<file path="config.mk">
export PLATFORM = sky130hd
export DESIGN_NAME = perf_counter_reporter
export DESIGN_NICKNAME = d
export VERILOG_FILES = /design/src/rtl/perf_counter_reporter.sv
export SDC_FILE = /design/constraint.sdc
export NUM_CORES = 1
export LEC_CHECK = 0
export ABC_AREA = 1
export BUFFER_PORTS_ARGS = -buffer_cell sky130_fd_sc_hd__buf_2
export CAP_MARGIN = 20
export CORE_MARGIN = 2
export CORE_UTILIZATION = 56
export DETAILED_ROUTE_END_ITERATION = 7
export MAX_ROUTING_LAYER = met4
export PLACE_DENSITY_LB_ADDON = 0.3
export SYNTH_ARGS = -nofsm -noshare
export SYNTH_HDL_FRONTEND = slang
export SYNTH_SLANG_ARGS = --single-unit
</file>
<file path="constraint.sdc">
create_clock -name clk -period 2.2 [get_ports clk]
set_input_delay 0.11 -clock clk [delete_from_list [all_inputs] [get_ports clk]]
set_output_delay 0.11 -clock clk [all_outputs]
set_load 0.01 [all_outputs]
</file>
<file path="src/rtl/perf_counter_reporter.sv">
// Snapshots five 32-bit performance counters and streams them as a 22-byte frame
// (header, 20 little-endian payload bytes, XOR checksum) over a byte valid/ready link.
module perf_counter_reporter #(
   parameter logic [7:0]  HEADER_BYTE = 8'hA5,
   parameter int unsigned AUTO_PERIOD = 0
) (
   input  logic        clk,
   input  logic        reset_n,
   input  logic [31:0] cycle_count,
   input  logic [31:0] instruction_count,
   input  logic [31:0] stall_count,
   input  logic [31:0] branch_count,
   input  logic [31:0] branch_mispredicts,
   input  logic        snapshot_req,
   output logic [7:0]  tx_data,
   output logic        tx_valid,
   input  logic        tx_ready,
   output logic        busy,
   output logic        frame_done,
   output logic        req_dropped
);

   localparam int unsigned NUM_BYTES = 20;
   localparam int unsigned IDX_W     = 5;
   localparam int unsigned CNT_W     = 32;
   localparam logic [IDX_W-1:0] LAST_IDX    = IDX_W'(NUM_BYTES - 1);
   localparam logic [CNT_W-1:0] PERIOD_LAST = (AUTO_PERIOD == 0) ? '0 : CNT_W'(AUTO_PERIOD - 1);

   typedef enum logic [1:0] {IDLE, HEADER, PAYLOAD, CHECKSUM} state_t;

   state_t                      state, state_nxt;
   logic [NUM_BYTES-1:0][7:0]   snap;
   logic [IDX_W-1:0]            idx, idx_d, idx_inc;
   logic [7:0]                  csum, csum_d;
   logic [CNT_W-1:0]            period_cnt, period_cnt_d;
   logic                        auto_pending, auto_pending_d;
   logic [7:0]                  tx_data_d;
   logic                        tx_valid_d, busy_d, frame_done_d, req_dropped_d;
   logic                        snap_load, auto_clear;
   logic                        hs, req, wrap;

   assign hs      = tx_valid & tx_ready;
   assign req     = snapshot_req | auto_pending;
   assign idx_inc = idx + IDX_W'(1);
   assign wrap    = (AUTO_PERIOD != 0) && (period_cnt == PERIOD_LAST);

   // State register
   always_ff @(posedge clk or negedge reset_n) begin
      if (!reset_n) state <= IDLE;
      else          state <= state_nxt;
   end

   // Next-state logic
   always_comb begin
      state_nxt = state;
      case (state)
         IDLE:     if (req)                    state_nxt = HEADER;
         HEADER:   if (hs)                     state_nxt = PAYLOAD;
         PAYLOAD:  if (hs && idx == LAST_IDX)  state_nxt = CHECKSUM;
         CHECKSUM: if (hs)                     state_nxt = IDLE;
         default:                              state_nxt = IDLE;
      endcase
   end

   // Next values for the registered outputs and datapath
   always_comb begin
      tx_data_d      = tx_data;
      tx_valid_d     = tx_valid;
      idx_d          = idx;
      csum_d         = csum;
      snap_load      = 1'b0;
      auto_clear     = 1'b0;
      frame_done_d   = 1'b0;
      req_dropped_d  = snapshot_req && (state != IDLE);
      case (state)
         IDLE: begin
            tx_valid_d = 1'b0;
            if (req) begin
               snap_load  = 1'b1;
               auto_clear = 1'b1;
               csum_d     = '0;
               idx_d      = '0;
               tx_valid_d = 1'b1;
               tx_data_d  = HEADER_BYTE;
            end
         end
         HEADER: begin
            if (hs) begin
               idx_d     = '0;
               tx_data_d = snap[0];
            end
         end
         PAYLOAD: begin
            if (hs) begin
               csum_d = csum ^ tx_data;
               idx_d  = idx_inc;
               // Last payload byte: present the checksum including the byte just sent
               if (idx == LAST_IDX) tx_data_d = csum ^ tx_data;
               else                 tx_data_d = snap[idx_inc];
            end
         end
         CHECKSUM: begin
            if (hs) begin
               tx_valid_d   = 1'b0;
               tx_data_d    = '0;
               frame_done_d = 1'b1;
            end
         end
         default: begin
            tx_valid_d = 1'b0;
            tx_data_d  = '0;
         end
      endcase
      busy_d = (state_nxt != IDLE);

      // Free-running period counter; a wrap wins over consumption so it is never lost
      if (AUTO_PERIOD == 0) begin
         period_cnt_d   = '0;
         auto_pending_d = 1'b0;
      end else begin
         period_cnt_d   = wrap ? '0 : period_cnt + CNT_W'(1);
         auto_pending_d = wrap | (auto_pending & ~auto_clear);
      end
   end

   // Datapath and output registers
   always_ff @(posedge clk or negedge reset_n) begin
      if (!reset_n) begin
         snap         <= '0;
         idx          <= '0;
         csum         <= '0;
         period_cnt   <= '0;
         auto_pending <= 1'b0;
         tx_data      <= '0;
         tx_valid     <= 1'b0;
         busy         <= 1'b0;
         frame_done   <= 1'b0;
         req_dropped  <= 1'b0;
      end else begin
         if (snap_load)
            snap <= {branch_mispredicts, branch_count, stall_count, instruction_count, cycle_count};
         idx          <= idx_d;
         csum         <= csum_d;
         period_cnt   <= period_cnt_d;
         auto_pending <= auto_pending_d;
         tx_data      <= tx_data_d;
         tx_valid     <= tx_valid_d;
         busy         <= busy_d;
         frame_done   <= frame_done_d;
         req_dropped  <= req_dropped_d;
      end
   end

endmodule

</file>
==> metrics <==
TritonCTS clock tree built; outcome finished, final reports clean; flop and latch count out of synthesis 187; # rows 46; most common cell after layout, fill and taps aside nand2_1; gr usage total 35.4%; Yosys cell types 28; CP arrival 2.38 ns; Period Utilization, post-route 92.1%; # nets final 1684; Final Hold Viols 0; most frequent cells in the layout 400 x nand2_1, 186 x dfrtp_1, 174 x buf_2, 162 x dlygate4sd3_1, 147 x inv_1; Reg clk slew, reported paths 0.07 ns; top fanout value on the critical path 47; Skew-Pair Late Insertion Delay 0.43 ns; TritonCTS buffer count 17; first-pass GRT wire length 47300 um; Chip Width 132 um; CTS Root Cell clkbuf_16; Cell Pwr Density 1320 nW/um2; start point of the critical path idx[0]$_DFFE_PN0P_; clock sink total 187; grt total ovfl 0; TNS Setup 0 ns; Mapped Nets 1375; DR vias/cell 5.34; Final Worst Setup Slack 0.175 ns; die area 17400 um2; largest net degree at the start of global routing 129; dpl hpwl 16700 um; layout cell share with drive strength beyond 1 16.4%; sequential area share after synthesis 51.2%; H-tree depth 4; Final Util 78.1%; IO Count 176; WL final 29400 um; post-synthesis cell area 9140 um2; vias in the first global route 9267; Leak 6.21 nW; Post-Place Worst Slack 0.112 ns; max-slew violations 0; Worst EP required 2.56 ns; worst hold path class in2reg; via count 9332; Critical R2R Capture tx_data[1]$_DFFE_PN0P_; Die H 132 um; Worst Skew 0.00704 ns; 1st-pass router iterations 6; # setup viols final 0; hold path cells 3; RSZ-0062 raised after global routing no; worst r2r path cells 8; Initial Util 57.3%; startpoint types flop; crit end category flop; synthesized area per cell 7.55 um2; Layout area overhead 36.3%; FMAX 0.494 GHz; IO buf count 175; synth warn 0; worst vdd ir 726 uV; Worst-Margin Slew 0.637 ns; Final ANT Viol Nets 0; min cycle time layout 2.03 ns; Syn Inst Count 1210; setup repair bufs after CTS 0; DR DRC count 0; reg2reg start idx[0]$_DFFE_PN0P_; critical path capture point tx_data[1]$_DFFE_PN0P_; R2R setup slack 0.17 ns; worst-case clock buffer depth 2; DRT iter0 DRCs 979; Slew headroom 57.6%; gpl congestion 0.892; WS Path Type reg2reg; maxcap violations 0; wire per inst 16.8 um; Core ar. 15900 um2; initial antenna violation count 1
worst max-delay path: stages (launching register included):
cell and delay [ns]:
dfrtp_4 0.49, ha_2 0.34, buf_6 0.34, nand3_1 0.19
nand3_1 0.13, nand3_1 0.14, nand3_1 0.12, nand2_1 0.05
a21oi_1 0.13
power by group:
group	leakage [nW]	switching, mW	total [mW]	internal (mW)
Combinational	3.61	4.79	7.32	2.53
Clock	0.311	1.36	3.39	2.03
Sequential	2.29	0.702	5.78	5.07
Total	6.21	6.86	16.5	9.63
synthesized netlist by cell type:
| master | count | share of area, % |
|---|---|---|
| nand2_1 | 400 | 16 |
| dfrtp_1 | 187 | 51 |
| inv_1 | 147 | 6.0 |
| nand3_1 | 133 | 7.3 |
| o21ai_0 | 99 | 5.4 |
| nor2_1 | 69 | 2.8 |
| o21ai_1 | 44 | 2.4 |
| clkbuf_1 | 25 | 1.0 |
| a21oi_1 | 24 | 1.3 |
| buf_2 | 24 | 1.3 |
| buf_4 | 14 | 1.1 |
| or2_2 | 8 | 0.55 |
| inv_2 | 6 | 0.25 |
| o22ai_1 | 6 | 0.41 |
| a211oi_1 | 4 | 0.33 |
| nand4_1 | 3 | 0.21 |
| nor2_2 | 3 | 0.21 |
| buf_6 | 2 | 0.25 |
| nor2_4 | 2 | 0.25 |
| xor2_2 | 2 | 0.36 |
| buf_1 | 1 | 0.041 |
| clkinv_1 | 1 | 0.041 |
| ha_1 | 1 | 0.14 |
| nand2_2 | 1 | 0.068 |
| nand2_4 | 1 | 0.12 |
| nand3_2 | 1 | 0.11 |
| xnor2_2 | 1 | 0.18 |
| xor2_1 | 1 | 0.096 |
layout make-up:
class / count / area (um2)
timing repair buffer: 356 / 2740
fill: 1033 / 3480
clock buffer: 18 / 429
multi-input combinational: 803 / 3540
sequential: 187 / 4680
inverter: 154 / 578
clock inverter: 14 / 215
tap: 216 / 270
antenna: 1 / 2.50
worst min path at each step:
| stage | start | endpoint | slack (ns) |
|---|---|---|---|
| after CTS | tx_ready | frame_done$_DFF_PN0_ | 0.05 |
| after floorplan | reset_n | busy$_DFF_PN0_ | -0.19 |
| after detailed placement | reset_n | snap[59]$_DFFE_PN0P_ | 0.07 |
| after global placement | reset_n | snap[48]$_DFFE_PN0P_ | 0.07 |
| after global routing | tx_ready | frame_done$_DFF_PN0_ | 0.08 |
| final | tx_ready | frame_done$_DFF_PN0_ | 0.05 |
repair_timing:
item | in CTS | in global routing
gates resized for setup | 0 | 1
hold endpoints to repair | 248 | 0
endpoints found under the setup margin | 0 | 2
hold buffers | 162 | 0
cells by family after synthesis:
| logic type | share of synthesized area, % |
|---|---|
| buffers and inverters | 10.1 |
| and+or+nand+nor | 28.0 |
| AOI/OAI and AO/OA | 9.88 |
| DFF | 51.2 |
| adders and majority gates | 0.137 |
| xor gates and xnor gates | 0.630 |
flip-flops by register name, summed over array words and instances, names as in the netlist:
signal / count
req_dropped: 1
idx: 5
busy: 1
tx_data: 8
state: 2
csum: 8
snap: 160
frame_done: 1
tx_valid: 1
through the flow:
stage	std cells	hold WS (ns)	cell area (um2)	power, mW
floorplan	1210	-0.186	9140	10.6
global placement	1554	0.0720	10200	12.4
detailed placement	1554	0.0684	10200	12.6
CTS	1748	0.0523	12500	16.2
global route	1749	0.0817	12500	17.7
finish	1749	0.0524	12500	16.5
metal layers:
layer	vias up	GRT usage, %	routed length (um)
met5	-	-	0
met3	102	5.73	2010
met4	0	15.4	1220
li1	4401	-	-
met1	4360	45.1	11900
met2	469	56.3	14200
(Power assumes the default switching activity.)
